===== config.mk =====
export PLATFORM = sky130hd
export DESIGN_NAME = mux_logic_unit
export DESIGN_NICKNAME = d
export VERILOG_FILES = /design/src/rtl/mux_logic_pkg.sv /design/src/rtl/mux_logic_unit_mux2.sv /design/src/rtl/mux_logic_unit.sv
export SDC_FILE = /design/constraint.sdc
export NUM_CORES = 1
export LEC_CHECK = 0
export ABC_AREA = 1
export ABC_CLOCK_PERIOD_IN_PS = 2600
export BUFFER_PORTS_ARGS = -buffer_cell sky130_fd_sc_hd__buf_2
export CORE_ASPECT_RATIO = 0.75
export CORE_UTILIZATION = 57
export DETAILED_ROUTE_END_ITERATION = 10
export PLACE_DENSITY = 0.8
export SYNTH_ARGS = -nofsm -noshare
export SYNTH_HDL_FRONTEND = slang
export SYNTH_SLANG_ARGS = --single-unit

===== constraint.sdc =====
create_clock -name clk -period 2.6 [get_ports clk]
set_clock_uncertainty 0.05 [all_clocks]
set_input_delay 0.65 -clock clk [delete_from_list [all_inputs] [get_ports clk]]
set_output_delay 0.65 -clock clk [all_outputs]
set_load 0.1 [all_outputs]

===== src/rtl/mux_logic_pkg.sv =====
// Shared op encoding and widths for the mux-built logic unit.
package mux_logic_pkg;

    localparam int unsigned OP_W = 3;

    typedef enum logic [OP_W-1:0] {
        OP_AND  = 3'd0,
        OP_OR   = 3'd1,
        OP_NOT  = 3'd2,
        OP_NAND = 3'd3,
        OP_NOR  = 3'd4,
        OP_XOR  = 3'd5,
        OP_XNOR = 3'd6,
        OP_PASS = 3'd7
    } op_e;

endpackage


===== src/rtl/mux_logic_unit_mux2.sv =====
// Single-bit 2:1 mux: the only primitive the logic unit datapath is built from.
module mux2 (
    input  logic sel,
    input  logic d1,
    input  logic d0,
    output logic y
);

    assign y = sel ? d1 : d0;

endmodule


===== src/rtl/mux_logic_unit.sv =====
// Two-stage handshaked bitwise logic unit with an optional accumulate mode.
module mux_logic_unit
    import mux_logic_pkg::*;
#(
    parameter int unsigned WIDTH = 8,
    parameter int unsigned CNT_W = 16
) (
    input  logic             clk,
    input  logic             rst,
    input  logic             in_valid,
    output logic             in_ready,
    input  logic [WIDTH-1:0] in1,
    input  logic [WIDTH-1:0] in2,
    input  logic [OP_W-1:0]  op,
    input  logic             acc_en,
    input  logic             acc_clr,
    output logic             out_valid,
    input  logic             out_ready,
    output logic [WIDTH-1:0] out1,
    output logic [CNT_W-1:0] out_count
);

    logic             s1_valid;
    logic [WIDTH-1:0] s1_a;
    logic [WIDTH-1:0] s1_b;
    op_e              s1_op;
    logic [OP_W-1:0]  s1_op_bits;
    logic             s1_acc_en;
    logic [WIDTH-1:0] acc;
    logic [WIDTH-1:0] res;
    logic             s2_adv;
    logic             s1_adv;
    logic             s2_load;

    // Combinational ready chain so a full pipeline still moves one beat per cycle.
    assign s2_adv     = !out_valid || out_ready;
    assign s1_adv     = !s1_valid || s2_adv;
    assign s2_load    = s2_adv && s1_valid;
    assign in_ready   = s1_adv;
    assign s1_op_bits = s1_op;

    // S1: operand capture on accepted beats.
    always_ff @(posedge clk or posedge rst) begin
        if (rst) begin
            s1_valid  <= 1'b0;
            s1_a      <= '0;
            s1_b      <= '0;
            s1_op     <= OP_AND;
            s1_acc_en <= 1'b0;
        end else if (s1_adv) begin
            s1_valid <= in_valid;
            if (in_valid) begin
                s1_a      <= in1;
                s1_b      <= in2;
                s1_op     <= op_e'(op);
                s1_acc_en <= acc_en;
            end
        end
    end

    // Per-bit gate cells and op-select tree, all from mux2.
    for (genvar i = 0; i < int'(WIDTH); i++) begin : g_bit
        logic b, not_a, and_y, or_y, nand_y, nor_y, xor_y, xnor_y;
        logic m0, m1, m2, m3, n0, n1;

        mux2 u_bsel (.sel(s1_acc_en), .d1(acc[i]),  .d0(s1_b[i]), .y(b));
        mux2 u_not  (.sel(s1_a[i]),   .d1(1'b0),    .d0(1'b1),    .y(not_a));
        mux2 u_and  (.sel(b),         .d1(s1_a[i]), .d0(1'b0),    .y(and_y));
        mux2 u_or   (.sel(s1_a[i]),   .d1(1'b1),    .d0(b),       .y(or_y));
        mux2 u_nand (.sel(and_y),     .d1(1'b0),    .d0(1'b1),    .y(nand_y));
        mux2 u_nor  (.sel(or_y),      .d1(1'b0),    .d0(1'b1),    .y(nor_y));
        mux2 u_xor  (.sel(b),         .d1(not_a),   .d0(s1_a[i]), .y(xor_y));
        mux2 u_xnor (.sel(b),         .d1(s1_a[i]), .d0(not_a),   .y(xnor_y));

        mux2 u_m0 (.sel(s1_op_bits[0]), .d1(or_y),    .d0(and_y),  .y(m0));
        mux2 u_m1 (.sel(s1_op_bits[0]), .d1(nand_y),  .d0(not_a),  .y(m1));
        mux2 u_m2 (.sel(s1_op_bits[0]), .d1(xor_y),   .d0(nor_y),  .y(m2));
        mux2 u_m3 (.sel(s1_op_bits[0]), .d1(s1_a[i]), .d0(xnor_y), .y(m3));
        mux2 u_n0 (.sel(s1_op_bits[1]), .d1(m1),      .d0(m0),     .y(n0));
        mux2 u_n1 (.sel(s1_op_bits[1]), .d1(m3),      .d0(m2),     .y(n1));
        mux2 u_y  (.sel(s1_op_bits[2]), .d1(n1),      .d0(n0),     .y(res[i]));
    end

    // S2: result register and valid flag.
    always_ff @(posedge clk or posedge rst) begin
        if (rst) begin
            out_valid <= 1'b0;
            out1      <= '0;
        end else begin
            if (s2_adv) begin
                out_valid <= s1_valid;
            end
            if (s2_load) begin
                out1 <= res;
            end
        end
    end

    // Accumulator tracks the last result loaded; a load outranks a clear.
    always_ff @(posedge clk or posedge rst) begin
        if (rst) begin
            acc <= '0;
        end else if (s2_load) begin
            acc <= res;
        end else if (acc_clr) begin
            acc <= '0;
        end
    end

    // Completed-handoff counter, free-running wrap.
    always_ff @(posedge clk or posedge rst) begin
        if (rst) begin
            out_count <= '0;
        end else if (out_valid && out_ready) begin
            out_count <= out_count + CNT_W'(1);
        end
    end

endmodule

After elaboration in Yosys (flattened, before gate mapping)
Cells that the tools add are included.
{"block": "classes", "n_mux": 122, "n_addsub": 1, "n_reduce_logical": 8}
{"op": "1-bit 2-to-1 mux", "count": 120}
{"op": "16-bit by 1-bit adder with 16-bit output (second input constant)", "count": 1}
{"op": "8-bit 2-to-1 mux", "count": 2}
{"op": "1-bit logical AND", "count": 2}
{"op": "1-bit logical NOT", "count": 2}
{"op": "1-bit logical OR", "count": 2}
{"op": "2-bit AND reduction", "count": 1}
{"op": "2-bit nonzero test", "count": 1}
{"block": "totals", "input_bits": 25, "out_inout_bits": 26, "register_bits": 54}

Longest topological paths before layout
{"block": "depth", "depth_word": 7, "depth_mapped": 11}

Modules after synthesis
Synthesis repeated with hierarchy kept, for this count alone.
{"block": "unflattened", "hier_cells": 736, "hier_area_um2": 4086.4}
{"mod": "mux_logic_unit", "cells_per_inst": 256, "area_each_um2": 2284.7, "seq_area_each_um2": 1351.3, "instances": 1}
{"mod": "mux2", "cells_per_inst": 4, "area_each_um2": 15.0, "seq_area_each_um2": 0.0, "instances": 120}

Worst setup path before layout
No wires, ideal clock.
{"block": "synth_timing", "path_kind": "register -> output", "startpoint": "register out_valid", "endpoint": "output port in_ready", "t_arrival_ns": 1.567, "path_slack_ns": 0.333, "path_buffers": 1, "t_required_ns": 1.900, "path_stages_with_launch": 3, "cell_sequence": "dfrtp_1 -> nand3_1 -> buf_2"}
{"block": "synth_between", "elab_chain_cells": 3}
{"item": "from (decl)", "line": "mux_logic_unit.sv:17", "text": "output logic out_valid,"}
{"item": "from (signal assigned)", "line": "mux_logic_unit.sv:91", "text": "out_valid <= s1_valid;"}
{"item": "1-bit logical NOT", "line": "mux_logic_unit.sv:36", "text": "assign s2_adv = !out_valid || out_ready;"}
{"item": "1-bit logical OR", "line": "mux_logic_unit.sv:36"}
{"item": "1-bit logical OR", "line": "mux_logic_unit.sv:37", "text": "assign s1_adv = !s1_valid || s2_adv;"}
{"item": "to (decl)", "line": "mux_logic_unit.sv:11", "text": "output logic in_ready,"}
No other way between the ends.

Worst setup path in the final report
{"block": "layout_timing", "startpoint": "register s1_acc_en", "endpoint": "register out1[6]"}
{"block": "layout_between", "elab_chain_cells": 6}
{"item": "from (decl)", "line": "mux_logic_unit.sv:28", "text": "logic s1_acc_en;"}
{"item": "from (signal assigned)", "line": "mux_logic_unit.sv:56", "text": "s1_acc_en <= acc_en;"}
{"item": "1-bit 2-to-1 mux (*)", "line": "mux_logic_unit_mux2.sv:9", "text": "assign y = sel ? d1 : d0;"}
{"item": "1-bit 2-to-1 mux (4 in a row)", "line": "mux_logic_unit_mux2.sv:9"}
{"item": "1-bit 2-to-1 mux (*)", "line": "mux_logic_unit_mux2.sv:9"}
{"item": "to (signal assigned)", "line": "mux_logic_unit.sv:94", "text": "out1 <= res;"}
{"item": "to (decl)", "line": "mux_logic_unit.sv:19", "text": "output logic [WIDTH-1:0] out1,"}
Every way passes the cells marked *; elsewhere a longest branch is shown, timed or not.
A chain may end at the register's enable or synchronous reset.

==> metrics.txt <==
status finished clean; R2R Path End out1[6]$_DFFE_PP0P_; Total Neg Setup Slack 0 ns; Initial DRT Pass Iterations 5; Startpoint Class flip-flop; # placed instances 560; P_int approximately 0.0016 W; post-synthesis sequential area ratio 40.2%; Total GRT Usage between 20% and 30%; H-Tree Depth 2; register area 1350 um2; Clock Latency Late Sink 0.31 ns; RSZ-0062 raised after global routing false; reg2reg start s1_acc_en$_DFFE_PP0P_; net switching power figure between 0.0015 and 0.002 W; mean post-synth cell area roughly 7.6 um2; Num CTS Buffers 5; WHS 0.292 ns; max_cap viols 0; Unique masters post-synth 22; Synth area leader dfrtp_1; Synth area leaders dfrtp_1 (40%), nand2_1 (17%), ha_1 (12%), nand3_1 (8.2%), inv_1 (5.1%); Ant. Diodes 0; Die Y-Extent 68.5 um; Register-to-Register Path Depth 9; worst setup path start s1_acc_en$_DFFE_PP0P_; die width 90.6 um; CTS tree done; crit end category flip-flop; area of the multi-input gates ~1700 um2; Hold Path Class in -> async; Vias 2997; Post-DRT Antenna Nets 0; Synth Net Count 502; Sw Share a little over half; Hold Vio Cnt, Final 0; global-route wire length before repair 12600 um; share of post-route cells with drive strength above 1 between 10% and 20%; Tmin final 2.07 ns; Slew Limit Headroom 63.4%; via count of the first global-routing pass ~2700; I/O pin count slightly above 50; total routed wirelength 7530 um; R2R Setup Slk 0.53 ns; Mapped Cells 444; Clk network pwr share 14.1%; Worst-Margin Slew between 0.5 and 0.6 ns; clock tree sinks 54; Final period util between 70% and 80%; Power Density ~900 nW/um2; largest net degree at the start of global routing 42; Layout area overhead 12.6%; GRT overflow 0; WL/cell 13.3 um; input/output buffers 50; placer's final routability congestion estimate 0.838; Rows 23; Comb power frac 50.6%; core area 5500 um2; Slowest Stage Delay on Critical Path 0.57 ns; Worst Setup EP out1[6]$_DFFE_PP0P_; P_leak 2.16 nW; initial antenna violation count 0; final routed DRC violation total 0; die area a little over 6000 um2; Critical Path RT 2.76 ns; setup violators final 0; Clk pin slew, worst setup/hold paths roughly 0.1 ns; final std cells w/o fill approximately 570; final core occ 68.8%; CP Cell Sequence o21ai_0 > inv_1 > ha_1 > nor2_1 > nor2_1 > nand2_1 > nand3_1 > nand3_1 > nand2_1; crit path max-delay cell type dfrtp_1; Mapped Area 3360 um2; Via density approximately 5.3; post-CTS setup buffer count 0; Flop pwr share 35.3%; Root Buffer clkbuf_8; CTS Buffer Depth 2; final-stage net count 550; starting DRC count in detailed routing 173; hpwl dp roughly 5400 um; Slew Viols, Final 0; Max IR drop VDD 0.446 mV; post-cts sizing count 0; FMAX 484 MHz; CTS Hold Bufs 0; Ys Warns 0; crit path kind reg -> reg; critical path peak fanout 17; total chip power 0.00340 W; post-synthesis sequential element count 54; post-synth top area share a little over 40%; FILL cells 458; Crit path arrival time 2.23 ns; Initial Utilization between 60% and 70%
==> placed cells by master, fill, tap and decap left out <==
cell,count
clkinvlp_4,1
dfrtp_1,54
clkinv_1,2
ha_1,33
nor3_4,1
nand2_2,2
clkinv_4,1
nor3_1,2
nor2_2,1
mux2_2,1
nand3_1,55
clkbuf_8,5
clkinv_2,1
inv_1,45
xnor2_1,5
or2_1,7
buf_4,7
xor2_1,6
nand4_1,4
inv_2,3
nor2_1,22
buf_12,1
o21ai_0,8
nand2_1,156
buf_2,49
nor2_4,2
nand3_2,1
a21oi_1,18
==> layer usage <==
layer  wire length, um  track usage, %  vias up
met4                95            8.67        0
met2              3460            43.8      110
met5                 0               0        -
met1              3430            35.6     1398
met3               541            4.22        9
li1                  -               -     1480
==> flip-flops by register name, indices dropped and copies added (netlist names) <==
signal     count
s1_a           8
out_valid      1
acc            8
s1_acc_en      1
s1_b           8
out1           8
out_count     16
s1_valid       1
s1_op          3
==> power groups by stage <==
stage / Combinational, W / Clock [W] / Sequential (W)
finish: 0.00172 / 0.000480 / 0.00120
global route: 0.00187 / 0.000525 / 0.00122
CTS: 0.00172 / 0.000488 / 0.00120
detailed placement: 0.00172 / 0 / 0.00121
global placement: 0.00167 / 0 / 0.00121
floorplan: 0.000682 / 0 / 0.00190
==> worst min path at each step <==
stage | to | slack [ns] | cells past startpoint
floorplan | s1_b[0]$_DFFE_PP0P_ | 0.39 | 2
global placement | s1_b[7]$_DFFE_PP0P_ | 0.41 | 2
detailed placement | s1_b[7]$_DFFE_PP0P_ | 0.41 | 2
CTS | s1_a[0]$_DFFE_PP0P_ | 0.31 | 2
global route | s1_a[0]$_DFFE_PP0P_ | 0.32 | 2
finish | out1[4]$_DFFE_PP0P_ | 0.29 | 2
==> layout make-up <==
class                   instances  area share (%)
flip-flops and latches         54            35.7
multi-input cells             324            46.0
repair buffers                 57            8.41
clock inverters                 3           0.563
inverters                      50            4.96
clock buffers                   5            1.82
well taps                      75            2.48
==> logic make-up after synthesis <==
| family | after synthesis | share of synthesized area, % |
|---|---|---|
| adder cells (fa/ha/maj) | 33 | 12.3 |
| buffers and inverters | 66 | 7.97 |
| multiplexers | 1 | 0.335 |
| flip-flops | 54 | 40.2 |
| XOR/XNOR | 11 | 2.87 |
| AND/OR/NAND/NOR | 253 | 32.4 |
| AO/OA/AOI/OAI | 26 | 3.87 |
==> stage by stage <==
| stage | setup slack [ns] | instance area, um2 |
|---|---|---|
| after floorplan | 0.333 | 3360 |
| after global placement | 0.570 | 3690 |
| after detailed placement | 0.548 | 3690 |
| after CTS | 0.542 | 3780 |
| after global routing | 0.330 | 3780 |
| final | 0.533 | 3780 |
==> critical path, delay by kind of cell, from the launching register on <==
family	cells	cell delay, ns
fa+ha+maj	1	0.20
buf+inv	1	0.13
simple gates	6	0.47
flops	1	0.57
compound gates	1	0.53
==> cells in the mapped netlist (all sizes together) <==
cell / number
nand3: 56
nand2: 158
mux2: 1
buf: 16
or2: 7
nor2: 25
clkinv: 2
o21ai: 8
a21oi: 18
xnor2: 5
inv: 48
xor2: 6
dfrtp: 54
nor3: 3
nand4: 4
ha: 33
Power figures use the tool's default switching activity.
